===== src/rtl/card_store.sv =====
// card_store: prepaid card meter with debounced insertion, BCD debit, and optional recharge (enabled by defining CARD_RECHARGE_EN)
module card_store (
    input  logic        clk,
    input  logic        reset,
    input  logic        card_in,
    input  logic        rd_req,
    input  logic        wr_req,
    input  logic [7:0]  debit,
`ifdef CARD_RECHARGE_EN
    input  logic        rc_req,
    input  logic [10:0] rc_amt,
`endif
    output logic [10:0] balance,
    output logic        present,
    output logic        ack,
    output logic        nack,
    output logic        empty,
    output logic        busy
);
    typedef enum logic [2:0] {ABSENT, SETTLE, READY, DEBIT, RESP, WAITREL} state_t;
    state_t      r_state;
    state_t      w_next;
    logic [1:0]  r_cnt;
    logic [10:0] r_balance;
    logic [7:0]  r_debit;
    logic        r_present;
    logic        r_ack;
    logic        r_nack;
    logic        r_busy;
    logic        w_rc;
    logic        w_ok;
    logic        w_dok;
    logic [10:0] w_res;
    logic [10:0] w_sub;
    logic [4:0]  w_cs;
    logic [4:0]  w_ts;
`ifdef CARD_RECHARGE_EN
    logic        r_op;
    logic [10:0] r_rc;
    logic [4:0]  w_ca;
    logic [4:0]  w_ta;
    logic [3:0]  w_ya;
    logic        w_cc;
    logic        w_tc;
    logic [10:0] w_add;
`endif

    // Digit-wise BCD arithmetic of the latched amount against the current balance
    always_comb begin
        w_cs  = {1'b0, r_balance[3:0]} - {1'b0, r_debit[3:0]};
        w_ts  = {1'b0, r_balance[7:4]} - {1'b0, r_debit[7:4]} - {4'd0, w_cs[4]};
        w_sub = {r_balance[10:8] - {2'd0, w_ts[4]},
                 w_ts[4] ? w_ts[3:0] + 4'd10 : w_ts[3:0],
                 w_cs[4] ? w_cs[3:0] + 4'd10 : w_cs[3:0]};
        w_dok = (r_debit[7:4] <= 4'd9) && (r_debit[3:0] <= 4'd9) && (r_balance >= {3'd0, r_debit});
`ifdef CARD_RECHARGE_EN
        w_ca  = {1'b0, r_balance[3:0]} + {1'b0, r_rc[3:0]};
        w_cc  = w_ca > 5'd9;
        w_ta  = {1'b0, r_balance[7:4]} + {1'b0, r_rc[7:4]} + {4'd0, w_cc};
        w_tc  = w_ta > 5'd9;
        w_ya  = {1'b0, r_balance[10:8]} + {1'b0, r_rc[10:8]} + {3'd0, w_tc};
        w_add = (w_ya > 4'd7) ? 11'h799 :
                {w_ya[2:0], w_tc ? w_ta[3:0] - 4'd10 : w_ta[3:0], w_cc ? w_ca[3:0] - 4'd10 : w_ca[3:0]};
        w_ok  = r_op ? ((r_rc[7:4] <= 4'd9) && (r_rc[3:0] <= 4'd9)) : w_dok;
        w_res = r_op ? w_add : w_sub;
        w_rc  = rc_req;
`else
        w_ok  = w_dok;
        w_res = w_sub;
        w_rc  = 1'b0;
`endif
    end

    // Next state: card removal overrides everything, otherwise the transaction sequence
    always_comb begin
        w_next = r_state;
        if (!card_in)
            w_next = ABSENT;
        else
            case (r_state)
                ABSENT:  w_next = SETTLE;
                SETTLE:  w_next = (r_cnt == 2'd3) ? READY : SETTLE;
                READY:   w_next = (w_rc || wr_req) ? DEBIT : rd_req ? RESP : READY;
                DEBIT:   w_next = RESP;
                RESP:    w_next = WAITREL;
                WAITREL: w_next = (w_rc || rd_req || wr_req) ? WAITREL : READY;
                default: w_next = ABSENT;
            endcase
    end

    // State, settle counter, registered flags and the card balance
    always_ff @(posedge clk or posedge reset) begin
        if (reset) begin
            r_state   <= ABSENT;
            r_cnt     <= 2'd0;
            r_balance <= 11'h500;
            r_debit   <= 8'h00;
            r_present <= 1'b0;
            r_ack     <= 1'b0;
            r_nack    <= 1'b0;
            r_busy    <= 1'b0;
`ifdef CARD_RECHARGE_EN
            r_op      <= 1'b0;
            r_rc      <= 11'h000;
`endif
        end else begin
            r_state   <= w_next;
            r_cnt     <= (w_next == SETTLE) ? r_cnt + 2'd1 : 2'd0;
            r_present <= w_next inside {READY, DEBIT, RESP, WAITREL};
            r_busy    <= !(w_next inside {ABSENT, READY});
            r_ack     <= 1'b0;
            r_nack    <= 1'b0;
            if (r_state == READY && w_next == DEBIT) begin
                r_debit <= debit;
`ifdef CARD_RECHARGE_EN
                r_op    <= w_rc;
                r_rc    <= rc_amt;
`endif
            end
            if (r_state == READY && w_next == RESP)
                r_ack <= 1'b1;
            if (r_state == DEBIT && w_next == RESP) begin
                r_ack  <= w_ok;
                r_nack <= !w_ok;
                if (w_ok)
                    r_balance <= w_res;
            end
        end
    end

    assign balance = r_balance;
    assign present = r_present;
    assign ack     = r_ack;
    assign nack    = r_nack;
    assign busy    = r_busy;
    assign empty   = (r_balance == 11'h000);
endmodule


===== config.mk =====
export PLATFORM = sky130hd
export DESIGN_NAME = card_store
export DESIGN_NICKNAME = d
export VERILOG_FILES = /design/src/rtl/card_store.sv
export SDC_FILE = /design/constraint.sdc
export NUM_CORES = 1
export LEC_CHECK = 0
export ABC_AREA = 1
export CAP_MARGIN = 20
export CORE_AREA = 4 4 67 69
export DETAILED_ROUTE_END_ITERATION = 10
export DIE_AREA = 0 0 71 73
export PLACE_DENSITY_LB_ADDON = 0.25
export SKIP_CTS_REPAIR_TIMING = 1
export SLEW_MARGIN = 25
export SYNTH_ARGS = -nofsm -noshare
export SYNTH_HDL_FRONTEND = slang
export SYNTH_SLANG_ARGS = --single-unit

===== constraint.sdc =====
create_clock -name clk -period 4.6 [get_ports clk]
set_input_delay 0.46 -clock clk [delete_from_list [all_inputs] [get_ports clk]]
set_output_delay 0.46 -clock clk [all_outputs]
set_load 0.01 [all_outputs]

==> metrics.cfg <==
[worst_setup_path]
cp_num_buf_inv=3
cp-start-kind=register
r2r_end=balance[10]
reg2reg_depth=19
regToRegSetupSlack_ns=1.08
cp.arrival_ns=3.74
cp.required_ns=4.82
reg2reg_from=balance[0]
cp_cell_sequence=inv_1 > ha_1 > inv_1 > fa_1 > a21oi_1 > o21bai_1 > fa_1 > fa_1 > inv_1 > nand2_1 > nand2_1 > nand2_1 > nand2_1 > nand2_1 > ha_1 > ha_1 > xor2_1 > nand3_1 > nand2_1
crit_fanout=6
crit_top_cell=nand2_1
critPathTopFamily=adder cells
slowest_stage=fa_1
cp-end-kind=register
cpPeakStageDelay_ns=0.45
worstSetupPathType=reg2reg

[power]
seq_power_share=0.305
power.density_nw_per_um2=393
switching_share=0.428
p_clk_frac=0.159
netSwitchingPower_uw=410
ir_worst_vdd_uv=294
power_frac_comb=0.536
leakagePower_nw=1.30
p_int_uw=548

[synthesis]
synth_ff_type=dfrtp_1
yosys.cell_types.count=26
synth_compound_area_frac=0.0966
synth_top_family_by_area=simple AND/OR/NAND/NOR gates
async_flop_share=1.00
synthAdderAreaFrac=0.143
synth_edf_count=0
synthCells=271
ys_ff_latch=28
ys_warn_count=0
muxShareOfSynthArea=0
yosys.area_share.simple=0.278
synth_area_per_cell_um2=7.70
syn_area_um2=2090
synth_xor_area_frac=0.0210
synth_nets=306
yosysSeqAreaShare=0.337

[floorplanning]
die_area_um2=5180
die_w_um=71
start_util=0.533
core_um2=3910
ioPinCount=29
rows=23
dieHeight_um=73

[global_routing]
overflow=0
gr-usage-all-layers=0.183
grt_pass1_vias=1704
grt_max_degree=29
antenna_found_initial=0
grt_pass1_wl_um=7660

[drt]
drt-initial-drc-count=66
firstDrtPassIters=6
via_count=1746
route.detailed.drc=0
wl_per_cell_um=12.5
drt-total-wl_um=4350
routed_via_density=5.02
drtAntennaViolNets=0

[status]
status=completed

[layout]
layoutNonFillerInstCount=348
most-common-layout-cells=59 x nand2_1, 53 x inv_1, 29 x nand3_1
nNetsFinal=334
layout-drive-gt1-share=0.0940
diodes=0
syn2layout_area_growth_pct=16.9
layout_commonest_cell=nand2_1

[timing]
maxSlewViolCount=0
worstMarginPinSlew_ns=0.810
timing.final.crit_share=0.765
period_needed_ns=3.52
fmax_mhz=284
finalSetupViolCount=0
slew_headroom=0.458
rsz0062_at_grt=no
finalClockSkew_ns=0.00810
hold_viol_final=0
fin_tns_setup_ns=0

[place]
dp_hpwl_um=3410
globalplace.congestion=0.871
placed_cells=344
numPortBuffers=28

[clocking]
cts.clk_slew.worst_paths_ns=0.10
clk_latency_ns=0.27
cts_tree=yes
cts_sinks=28
htreeDepth=1
cts_root_buf=clkbuf_8
cts_buffers=3
clockBufferDepth=2

[worst_hold_path]
worstHoldPathType=reg2reg
holdPathEnd=r_cnt[0]
whs_path_depth=1
min-delay-start=r_cnt[0]

[job]
cap_violations=0

[synthesized netlist by cell type (2+ instances only)]
cell	count	area share
nand2_2	3	0.0090
dfstp_2	2	0.025
a21oi_1	5	0.012
ha_1	19	0.11
nand4_1	4	0.012
dfrtp_1	26	0.31
nor2_2	3	0.0090
o21bai_1	12	0.043
nor2_4	3	0.016
a21oi_2	7	0.029
inv_2	3	0.0054
o21ai_0	4	0.0096
nand3_1	29	0.070
fa_1	3	0.029
inv_1	54	0.097
nor2_1	21	0.038
nand2_1	59	0.11
buf_6	3	0.016
xor2_1	4	0.017
[registers in the layout, indices dropped and copies added, names as in the netlist]
signal	count
balance	11
r_debit	8
r_state	3
r_cnt	2
ack	1
busy	1
nack	1
present	1
[through the flow]
step	cell area, um^2	total power, mW	hold slack (ns)	utilization	setup WS [ns]
after floorplan	2090	0.698	0.409	-	1.33
after global placement	2380	0.793	0.427	0.609	1.26
after global routing	2440	1.06	0.467	0.623	0.735
final	2440	0.958	0.448	0.623	1.08
after CTS	2440	0.966	0.447	0.623	1.07
after detailed placement	2380	0.809	0.434	0.609	1.13
[logic make-up after synthesis]
family,after synthesis
and+or+nand+nor,125
buffers and inverters,62
AOI/OAI and AO/OA,29
DFF,28
adders and majority gates,22
xor gates and xnor gates,5
[per-layer routing]
metal / track usage / part of all wire / vias to the layer above
met5: 0 / 0 / -
met4: 0.0418 / 0.013 / 0
met3: 0.0138 / 0.045 / 6
li1: - / - / 895
met1: 0.224 / 0.43 / 795
met2: 0.350 / 0.51 / 50
[power groups by stage]
stage / clock (mW) / combinational, mW / sequential (mW)
2_1_floorplan: 0 / 0.405 / 0.293
3_3_place_gp: 0 / 0.498 / 0.295
3_5_place_dp: 0 / 0.513 / 0.296
4_1_cts: 0.158 / 0.517 / 0.291
5_1_grt: 0.167 / 0.601 / 0.295
6_report: 0.153 / 0.513 / 0.292
[area by class of cell]
cell class	instances	area, um^2
sequential	28	703
tap	50	62.6
multi-input combinational	181	1120
inverter	57	214
fill	361	1480
timing repair buffer	28	280
clock buffer	4	55.1
[how the worst max path moves through the flow]
stage,start,endpoint,slack (ns),cells after the start
after floorplan,balance[0],balance[9],1.33,19
after global placement,balance[0],balance[10],1.26,19
after detailed placement,balance[0],balance[10],1.13,19
after CTS,balance[0],balance[10],1.07,19
after global routing,balance[0],balance[9],0.73,19
final,balance[0],balance[10],1.08,19
(Power assumes the default switching activity.)
